[src/rtl/game_pkg.sv]
// Shared types, defaults and helpers for the playfield game logic.
package game_pkg;

  typedef logic [9:0] coord_t;

  typedef enum logic [1:0] {
    MOVE_POS,
    MOVE_NEG,
    DWELL_HI,
    DWELL_LO
  } enemy_state_t;

  localparam int DEF_ENEMY_R    = 6;
  localparam int DEF_X_MIN      = 112;
  localparam int DEF_X_MAX      = 528;
  localparam int DEF_LANE_PITCH = 32;

  function automatic logic [10:0] abs_diff(
    input coord_t a,
    input coord_t b
  );
    logic [10:0] d;
    d = {1'b0, a} - {1'b0, b};
    return d[10] ? 11'(~d + 11'd1) : d;
  endfunction

endpackage

[src/rtl/enemy_controller_if.sv]
// Pixel, player and frame signals between game logic and enemy block.
interface enemy_controller_if;
  import game_pkg::*;

  logic   frame_clk;
  logic   restart;
  coord_t DrawX;
  coord_t DrawY;
  coord_t PlayerX;
  coord_t PlayerY;
  coord_t Player_size;
  logic   print_enemy;
  logic   player_hit;

  modport master (
    output frame_clk, restart,
    output DrawX, DrawY,
    output PlayerX, PlayerY, Player_size,
    input  print_enemy, player_hit
  );

  modport slave (
    input  frame_clk, restart,
    input  DrawX, DrawY,
    input  PlayerX, PlayerY, Player_size,
    output print_enemy, player_hit
  );
endinterface

[src/rtl/enemy_unit.sv]
// One patrolling enemy: motion FSM, disc pixel test, player overlap test.
module enemy_unit
  import game_pkg::*;
#(
  parameter coord_t Y_POS        = 10'd176,
  parameter bit     START_NEG    = 1'b0,
  parameter int     ENEMY_R      = DEF_ENEMY_R,
  parameter int     SPEED        = 2,
  parameter int     X_MIN        = DEF_X_MIN,
  parameter int     X_MAX        = DEF_X_MAX,
  parameter int     PAUSE_FRAMES = 8
) (
  input  logic   clk,
  input  logic   rst_n,
  input  logic   tick,
  input  logic   restart,
  input  coord_t draw_x,
  input  coord_t draw_y,
  input  coord_t player_x,
  input  coord_t player_y,
  input  coord_t player_size,
  output logic   in_disc,
  output logic   hit
);

  localparam int CW =
    PAUSE_FRAMES > 0 ? $clog2(PAUSE_FRAMES + 1) : 1;
  localparam enemy_state_t INIT_ST =
    START_NEG ? MOVE_NEG : MOVE_POS;
  localparam coord_t INIT_X =
    START_NEG ? coord_t'(X_MAX) : coord_t'(X_MIN);
  localparam logic [21:0] R2 = 22'(ENEMY_R * ENEMY_R);

  enemy_state_t   state, state_nx;
  coord_t         x, x_nx;
  logic [CW-1:0]  cnt, cnt_nx;

  always_ff @(posedge clk or negedge rst_n) begin
    if (!rst_n) begin
      state <= INIT_ST;
      x     <= INIT_X;
      cnt   <= '0;
    end else begin
      state <= state_nx;
      x     <= x_nx;
      cnt   <= cnt_nx;
    end
  end

  always_comb begin
    state_nx = state;
    x_nx     = x;
    cnt_nx   = cnt;
    if (restart) begin
      state_nx = INIT_ST;
      x_nx     = INIT_X;
      cnt_nx   = '0;
    end else if (tick) begin
      unique case (state)
        MOVE_POS: begin
          if ({1'b0, x} + 11'(SPEED) >= 11'(X_MAX)) begin
            x_nx     = coord_t'(X_MAX);
            state_nx = DWELL_HI;
            cnt_nx   = CW'(PAUSE_FRAMES);
          end else begin
            x_nx = x + coord_t'(SPEED);
          end
        end
        MOVE_NEG: begin
          if ({1'b0, x} <= 11'(X_MIN + SPEED)) begin
            x_nx     = coord_t'(X_MIN);
            state_nx = DWELL_LO;
            cnt_nx   = CW'(PAUSE_FRAMES);
          end else begin
            x_nx = x - coord_t'(SPEED);
          end
        end
        DWELL_HI, DWELL_LO: begin
          // Leaving a dwell consumes the tick; no move on it.
          if (cnt <= CW'(1)) begin
            cnt_nx   = '0;
            state_nx = (state == DWELL_HI) ? MOVE_NEG : MOVE_POS;
          end else begin
            cnt_nx = cnt - 1'b1;
          end
        end
        default: ;
      endcase
    end
  end

  logic [10:0] dxa, dya, pxa, pya, lim;
  logic [21:0] dist2;

  always_comb begin
    dxa   = abs_diff(draw_x, x);
    dya   = abs_diff(draw_y, Y_POS);
    dist2 = {11'd0, dxa} * {11'd0, dxa}
          + {11'd0, dya} * {11'd0, dya};
    in_disc = (dist2 <= R2);
    pxa = abs_diff(player_x, x);
    pya = abs_diff(player_y, Y_POS);
    lim = 11'(ENEMY_R) + {2'b00, player_size[9:1]};
    hit = (pxa <= lim) && (pya <= lim);
  end

endmodule

[src/rtl/enemy_controller.sv]
// Enemy array: frame tick detection, per-enemy units, merged outputs.
module enemy_controller
  import game_pkg::*;
#(
  parameter int N_ENEMY      = 4,
  parameter int ENEMY_R      = DEF_ENEMY_R,
  parameter int SPEED        = 2,
  parameter int X_MIN        = DEF_X_MIN,
  parameter int X_MAX        = DEF_X_MAX,
  parameter int Y0           = 176,
  parameter int LANE_PITCH   = DEF_LANE_PITCH,
  parameter int PAUSE_FRAMES = 8
) (
  input logic                Clk,
  input logic                Reset_n,
  enemy_controller_if.slave  bus
);

  logic frame_q, armed, hit_q, tick;
  logic [N_ENEMY-1:0] in_disc, hits;

  // A frame_clk already high at reset release must fall before it counts.
  assign tick = bus.frame_clk & ~frame_q & armed;

  always_ff @(posedge Clk or negedge Reset_n) begin
    if (!Reset_n) begin
      frame_q <= 1'b0;
      armed   <= 1'b0;
      hit_q   <= 1'b0;
    end else begin
      frame_q <= bus.frame_clk;
      if (!bus.frame_clk) armed <= 1'b1;
      hit_q <= tick & ~bus.restart & (|hits);
    end
  end

  for (genvar i = 0; i < N_ENEMY; i++) begin : g_enemy
    enemy_unit #(
      .Y_POS        (coord_t'(Y0 + i * LANE_PITCH)),
      .START_NEG    (bit'(i % 2)),
      .ENEMY_R      (ENEMY_R),
      .SPEED        (SPEED),
      .X_MIN        (X_MIN),
      .X_MAX        (X_MAX),
      .PAUSE_FRAMES (PAUSE_FRAMES)
    ) u_enemy (
      .clk         (Clk),
      .rst_n       (Reset_n),
      .tick        (tick),
      .restart     (bus.restart),
      .draw_x      (bus.DrawX),
      .draw_y      (bus.DrawY),
      .player_x    (bus.PlayerX),
      .player_y    (bus.PlayerY),
      .player_size (bus.Player_size),
      .in_disc     (in_disc[i]),
      .hit         (hits[i])
    );
  end

  assign bus.print_enemy = |in_disc;
  assign bus.player_hit  = hit_q;

endmodule
[src/flat_wrapper.sv]
// flat-port wrapper written by rule: the top's interface ports become plain ports
module enemy_controller_flat import game_pkg::*;
#(
  parameter int N_ENEMY      = 4,
  parameter int ENEMY_R      = DEF_ENEMY_R,
  parameter int SPEED        = 2,
  parameter int X_MIN        = DEF_X_MIN,
  parameter int X_MAX        = DEF_X_MAX,
  parameter int Y0           = 176,
  parameter int LANE_PITCH   = DEF_LANE_PITCH,
  parameter int PAUSE_FRAMES = 8
)
  (Clk, Reset_n, bus_frame_clk, bus_restart, bus_DrawX, bus_DrawY, bus_PlayerX, bus_PlayerY, bus_Player_size, bus_print_enemy, bus_player_hit);
  enemy_controller_if bus_i ();
  input logic Clk;
  input logic Reset_n;
  input wire logic [$bits(bus_i.frame_clk)-1:0] bus_frame_clk;
  input wire logic [$bits(bus_i.restart)-1:0] bus_restart;
  input wire logic [$bits(bus_i.DrawX)-1:0] bus_DrawX;
  input wire logic [$bits(bus_i.DrawY)-1:0] bus_DrawY;
  input wire logic [$bits(bus_i.PlayerX)-1:0] bus_PlayerX;
  input wire logic [$bits(bus_i.PlayerY)-1:0] bus_PlayerY;
  input wire logic [$bits(bus_i.Player_size)-1:0] bus_Player_size;
  output wire logic [$bits(bus_i.print_enemy)-1:0] bus_print_enemy;
  output wire logic [$bits(bus_i.player_hit)-1:0] bus_player_hit;
  assign bus_i.frame_clk = bus_frame_clk;
  assign bus_i.restart = bus_restart;
  assign bus_i.DrawX = bus_DrawX;
  assign bus_i.DrawY = bus_DrawY;
  assign bus_i.PlayerX = bus_PlayerX;
  assign bus_i.PlayerY = bus_PlayerY;
  assign bus_i.Player_size = bus_Player_size;
  assign bus_print_enemy = bus_i.print_enemy;
  assign bus_player_hit = bus_i.player_hit;
  enemy_controller #(.N_ENEMY(N_ENEMY), .ENEMY_R(ENEMY_R), .SPEED(SPEED), .X_MIN(X_MIN), .X_MAX(X_MAX), .Y0(Y0), .LANE_PITCH(LANE_PITCH), .PAUSE_FRAMES(PAUSE_FRAMES)) u_core (.Clk(Clk), .Reset_n(Reset_n), .bus(bus_i));
endmodule
[config.mk]
export PLATFORM = sky130hd
export DESIGN_NAME = enemy_controller_flat
export DESIGN_NICKNAME = d
export VERILOG_FILES = /design/src/rtl/game_pkg.sv /design/src/rtl/enemy_controller_if.sv /design/src/rtl/enemy_unit.sv /design/src/rtl/enemy_controller.sv /design/src/flat_wrapper.sv
export SDC_FILE = /design/constraint.sdc
export NUM_CORES = 2
export LEC_CHECK = 0
export ABC_AREA = 1
export BUFFER_PORTS_ARGS = -buffer_cell sky130_fd_sc_hd__buf_2
export CAP_MARGIN = 0
export CORE_MARGIN = 3
export CORE_UTILIZATION = 50
export CTS_CLUSTER_SIZE = 16
export DETAILED_ROUTE_END_ITERATION = 10
export PLACE_DENSITY_LB_ADDON = 0.1
export SETUP_SLACK_MARGIN = 0.4
export SYNTH_ARGS = -nofsm -noshare
export SYNTH_HDL_FRONTEND = slang
export SYNTH_SLANG_ARGS = --single-unit
[constraint.sdc]
create_clock -name Clk -period 14.4 [get_ports Clk]
set_input_delay 0.72 -clock Clk [delete_from_list [all_inputs] [get_ports Clk]]
set_output_delay 0.72 -clock Clk [all_outputs]
set_load 0.03 [all_outputs]
After elaboration in Yosys (flattened, before gate mapping)
Cells that the tools add are included.
- reductions and logical operators: 31
- $add $sub $neg: 53
- multiply operators: 8
- shifts and indexed selects: 0
- eq/ne operators: 24
- div/mod/pow operators: 0
- muxes and demuxes: 88
- bitwise logic cells: 22
- magnitude comparators: 24
- operator list (operator ; number):
    11-bit by 1-bit adder with 11-bit output, second input constant ; 16
    11-bit by 11-bit multiplier with 22-bit output ; 8
    11-bit two-way mux ; 16
    11-bit NOT ; 16
    10-bit two-way mux ; 16
    22-bit adder ; 4
    22-bit by 6-bit less-or-equal comparator with 1-bit output, second input constant ; 4
    10-bit by 10-bit subtractor with 11-bit output ; 8
    4-bit two-way mux ; 20
    10-bit one-hot mux with 2 select lines ; 4
    11-bit less-or-equal comparator ; 6
    10-bit by 8-bit subtractor with 11-bit output, second input constant ; 6
    4-bit one-hot mux with 3 select lines ; 4
    10-bit by 2-bit adder with 11-bit output, second input constant ; 4
    11-bit by 10-bit greater-or-equal comparator with 1-bit output, second input constant ; 4
    10-bit by 2-bit adder with 10-bit output, second input constant ; 4
    10-bit by 7-bit less-or-equal comparator with 1-bit output, second input constant ; 4
    2-bit two-way mux ; 20
    10-bit by 2-bit subtractor with 10-bit output, second input constant ; 4
    3-bit != test, second input constant ; 12
    2-bit one-hot mux with 3 select lines ; 4
    11-bit by 10-bit less-or-equal comparator with 1-bit output ; 2
    10-bit by 9-bit subtractor with 11-bit output, second input constant ; 2
    2-bit equality test, second input constant ; 8
    other kinds (16) ; 54
- memories: 0
- output and inout port bits: 2
- word-level logic and storage cells: 265
- bits in read-only memories: 0
- bits in registers: 67
- latch bits: 0
- memory bits (writable): 0
- input port bits: 54

Longest topological paths before layout
- depth after elaboration: 8
- mapped depth: 48
- gate-level depth less buffers: 47

Hierarchy
Synthesis repeated with hierarchy kept, for this count alone.
- cell total of the unflattened synthesis: 5491
- area, all modules: 42328.1 µm²
- modules (own cells, without submodules) (module ; area each (µm²) ; seq. area each (µm²) ; times used ; cells each):
    enemy_unit at u_core.g_enemy[1].u_enemy ; 10672.7 ; 379.1 ; 1 ; 1382
    enemy_unit at u_core.g_enemy[2].u_enemy ; 10568.9 ; 379.1 ; 1 ; 1368
    enemy_unit at u_core.g_enemy[3].u_enemy ; 10495.1 ; 379.1 ; 1 ; 1353
    enemy_unit at u_core.g_enemy[0].u_enemy ; 10453.8 ; 379.1 ; 1 ; 1369
    enemy_controller ; 137.6 ; 75.1 ; 1 ; 19

Least setup slack after synthesis
OpenSTA, ideal clock, no wires.
- path type: input -> output
- start point: in bus_DrawX[0]
- end point: out bus_print_enemy
- arrival: 8.486 ns
- path buffers: 3
- path slack: 5.194 ns
- required time: 13.680 ns
- stages on the path: 41
- cells stage by stage: clkbuf_1 clkinv_1 clkbuf_1 clkbuf_1 ha_1 nand4_1 nor2_1 inv_1 nor3_2 o21ai_1 nand2_2 inv_2 nor2_1 inv_1 fa_1 inv_1 fa_1 inv_1 [... 5 more ...] inv_1 fa_1 inv_1 ha_1 nand2_1 nor2_1 nand3_1 nand3_1 a21oi_1 o21ai_1 a21oi_1 nor2_1 nor2_1 or2_2 nand3_1 nor2_1 nor2_1 nand2_1
- longest elaborated chain between the ends: 8
- elaborated cells on any way between the ends: 29
- classes of those cells: 12 x add/sub; 4 x mul; 4 x order compare; 4 x mux; 4 x bitwise; 1 x reduce/logical
- ends and longest elaborated chain (item ; line ; source):
    start: declaration ; flat_wrapper.sv:19 ; input wire logic [$bits(bus_i.DrawX)-1:0] bus_DrawX;
    10-bit by 10-bit subtractor with 11-bit output ; game_pkg.sv:23 ; d = {1'b0, a} - {1'b0, b};
    11-bit NOT ; game_pkg.sv:24 ; return d[10] ? 11'(~d + 11'd1) : d;
    11-bit by 1-bit adder with 11-bit output ; game_pkg.sv:24 ;
    11-bit two-way mux ; game_pkg.sv:24 ;
    11-bit by 11-bit multiplier with 22-bit output ; enemy_unit.sv:98 ; dist2 = {11'd0, dxa} * {11'd0, dxa}
    22-bit adder ; enemy_unit.sv:99 ; + {11'd0, dya} * {11'd0, dya};
    22-bit by 6-bit less-or-equal comparator with 1-bit output ; enemy_unit.sv:100 ; in_disc = (dist2 <= R2);
    4-bit OR reduction (*) ; enemy_controller.sv:61 ; assign bus.print_enemy = |in_disc;
    end: declaration ; flat_wrapper.sv:24 ; output wire logic [$bits(bus_i.print_enemy)-1:0] bus_print_enemy;
Mark *: on every way between the ends. The rest lies on a longest branch, timed or not.

Worst setup path in the final report
Same ends and word-level chain as after synthesis.

==> metrics.csv <==
stage;metric;value;unit
global_routing;initial antenna violation count;1;
timing;Max Slew Vio Count;0;
synthesis;ys async rst share;100;%
clock_tree;Max clock buf depth;2;
floorplan;Die H;289;µm
route;Post-route DRC;0;
timing;RSZ-0062 raised after global routing;false;
floorplan;Rows;103;
synthesis;Synth Area in XOR/XNOR;5.69;%
timing;slew margin rel.;14.4;%
clock_tree;Worst-path clk slew;0.05;ns
layout;most frequent cells in the layout;inv_1, nand2_1, fa_1;
clock_tree;post-CTS sizing;0;
synthesis;sequential cell area fraction in the yosys report;3.97;%
critical_path;Setup crit end kind;output port;
critical_path;R2R Path Start;u_core.g_enemy[3].u_enemy.x[4];
critical_path;kind of critical path;in -> out;
synthesis;Syn Inst Count;5173;
global_routing;GRT Util Overall;23.8;%
floorplan;I/O pins;56;
min_path;Hold Crit Class;reg -> reg;
route;TritonRoute pass-1 iters;6;
clock_tree;CTS Buf Count;9;
critical_path;R2R depth;25;
synthesis;Cell Area, Synth;0.0401;mm²
layout;share of layout cells above drive strength 1;4.84;%
timing;Worst-Margin Slew;1.27;ns
route;Vias per Instance;5.04;
global_routing;largest net degree at the start of global routing;64;
synthesis;Post-synth EDFFs;0;
layout;Area growth syn-to-layout;5.49;%
route;WL final;94800;µm
synthesis;#FFs+latches synth;63;
critical_path;Max FO, Critical Path;15;
synthesis;Synth Flop Type;dfrtp_1;
route;routed len/inst;14.9;µm
placement;placed instance count;6348;
critical_path;WP data required;13.68;ns
placement;placer congestion estimate;0.924;
global_routing;global-route wire length before repair;162000;µm
timing;fin crit share;77.7;%
clock_tree;CTS Hold Bufs;0;
critical_path;critical path launch point type;input port;
route;DRT iter0 DRCs;1527;
clock_tree;CTS tree;built;
floorplan;die width;289;µm
layout;nets;6604;
critical_path;Worst Path Arrival;10.47;ns
synthesis;Synth Warn #;0;
critical_path;slowest stage delay, CP;0.67;ns
floorplan;Starting Density;50.6;%
critical_path;reg2reg setup slack;9.77;ns
layout;commonest non-fill, non-tap cell in the layout;inv_1;
placement;input/output buffers;54;
timing;Worst Skew;0.00973;ns
route;DRT antenna net count;0;
global_routing;Overflow after GRT;0;
route;Vias;32000;
min_path;Worst Hold End;u_core.armed;
synthesis;post-synthesis compound-gate area fraction;7.80;%
synthesis;largest family of logic cells by synthesized area;adder cells;
clock_tree;total clock sinks;63;
clock_tree;Root Driver;clkbuf_16;
timing;hold_ws;0.451;ns
timing;TNS Setup;0;ns
layout;Final Non-Filler Cells;6363;
clock_tree;post-CTS setup buffers;0;
timing;minimum clock period;11.19;ns
job;max-cap violations;0;
floorplan;DIE AREA;0.0836;mm²
clock_tree;CTS H-Tree Depth;3;
critical_path;crit path max-delay cell type;o21ai_1;
min_path;hold depth;2;
timing;Final Setup Violations;0;
floorplan;CORE AREA;0.0791;mm²
run_status;status;finished, final reports clean;
synthesis;area share of fa/ha/maj cells after synthesis;51.3;%
critical_path;RR Endpoint;u_core.bus.player_hit;
placement;Post-DP HPWL;83600;µm
synthesis;Netlist cell types;72;
min_path;Hold Path Origin;u_core.armed;
timing;final hold viol count;0;
global_routing;vias in the first global route;32700;
timing;Fmax achieved;89.4;MHz
clock_tree;worst skew pair latency;0.35;ns
layout;Ant. Diodes;0;
synthesis;syn_area_per_cell;7.75;µm²
synthesis;multiplexer share of the synthesized area;0.112;%
synthesis;Post-Synth Simple-Gate Area;17.6;%
[cells by family (layout without fill, tap and decap cells)]
| group | after synthesis | count (layout) |
|---|---|---|
| simple gates | 1658 | 1658 |
| buf+inv | 1436 | 1478 |
| fa+ha+maj | 1241 | 1241 |
| compound gates | 526 | 526 |
| xor+xnor | 243 | 243 |
| flops | 63 | 63 |
| mux | 4 | 4 |
| other cells | 2 | 100 |
[routing by layer]
| layer | part of all wire [%] | GRT usage (%) | vias to the layer above |
|---|---|---|---|
| li1 | - | - | 15900 |
| met1 | 47 | 33.8 | 15500 |
| met2 | 48 | 41.2 | 551 |
| met3 | 3.1 | 1.46 | 77 |
| met4 | 1.2 | 3.34 | 2 |
| met5 | 0.014 | 0 | - |
[sequential cells by signal, indices dropped and copies added, names as in the netlist]
name and count:
u_core.frame_q 1, u_core.bus.player_hit 1, u_core.armed 1, u_core.g_enemy.u_enemy.x 36, u_core.g_enemy.u_enemy.cnt 16, u_core.g_enemy.u_enemy.state 8
[per-stage QoR]
step / setup slack, ns / utilization, % / area (µm²)
after floorplan: 5.19 / - / 40400
after global placement: 3.32 / 53.1 / 42000
after detailed placement: 3.28 / 53.1 / 42000
after CTS: 3.25 / 53.4 / 42300
after global routing: 2.67 / 53.4 / 42300
final: 3.21 / 53.4 / 42300
[synth_stat cells (all sizes together), types with 16 or more instances]
cell    instances  area, µm²
a31oi          16        130
nand4          41        257
or2            24        153
a21oi         190        992
xor2          191       1810
inv          1373       5160
nand3b         32        240
xnor2          52        470
o21ai         190        996
nor3           59        365
o22ai          22        138
dfrtp          51       1280
nor2          559       2160
ha            573       7170
nand3         180        921
fa            668      13400
o21bai         17        143
nand2         746       2850
clkbuf         33        124
[area by class of cell]
cell class / instances / area (µm²)
Fill cell: 7826 / 36900
Multi-Input combinational cell: 3772 / 33400
Inverter: 1388 / 5210
Sequential cell: 63 / 1590
Tap cell: 1050 / 1310
Timing Repair Buffer: 75 / 428
Clock buffer: 12 / 246
Clock inverter: 3 / 43.8
[worst max-delay path: cells and delay by family]
kind                     cells  cell delay [ns]
buffers and inverters       13             2.48
adder cells (fa/ha/maj)      9             4.12
AO/OA/AOI/OAI                7             1.96
XOR/XNOR                     1             0.16
AND/OR/NAND/NOR              6             1.02
[worst max path at each step]
| stage | endpoint | cells past startpoint | startpoint | slack (ns) |
|---|---|---|---|---|
| floorplan | bus_print_enemy | 41 | bus_DrawX[0] | 5.19 |
| global placement | bus_print_enemy | 36 | bus_DrawX[0] | 3.32 |
| detailed placement | bus_print_enemy | 36 | bus_DrawX[0] | 3.28 |
| CTS | bus_print_enemy | 36 | bus_DrawX[0] | 3.25 |
| global route | bus_print_enemy | 39 | u_core.g_enemy[3].u_enemy.x[1] | 2.67 |
| finish | bus_print_enemy | 36 | bus_DrawX[0] | 3.21 |
Power is not shown: default switching activity piles up to over one toggle a cycle in this logic, so the estimate is an artifact.
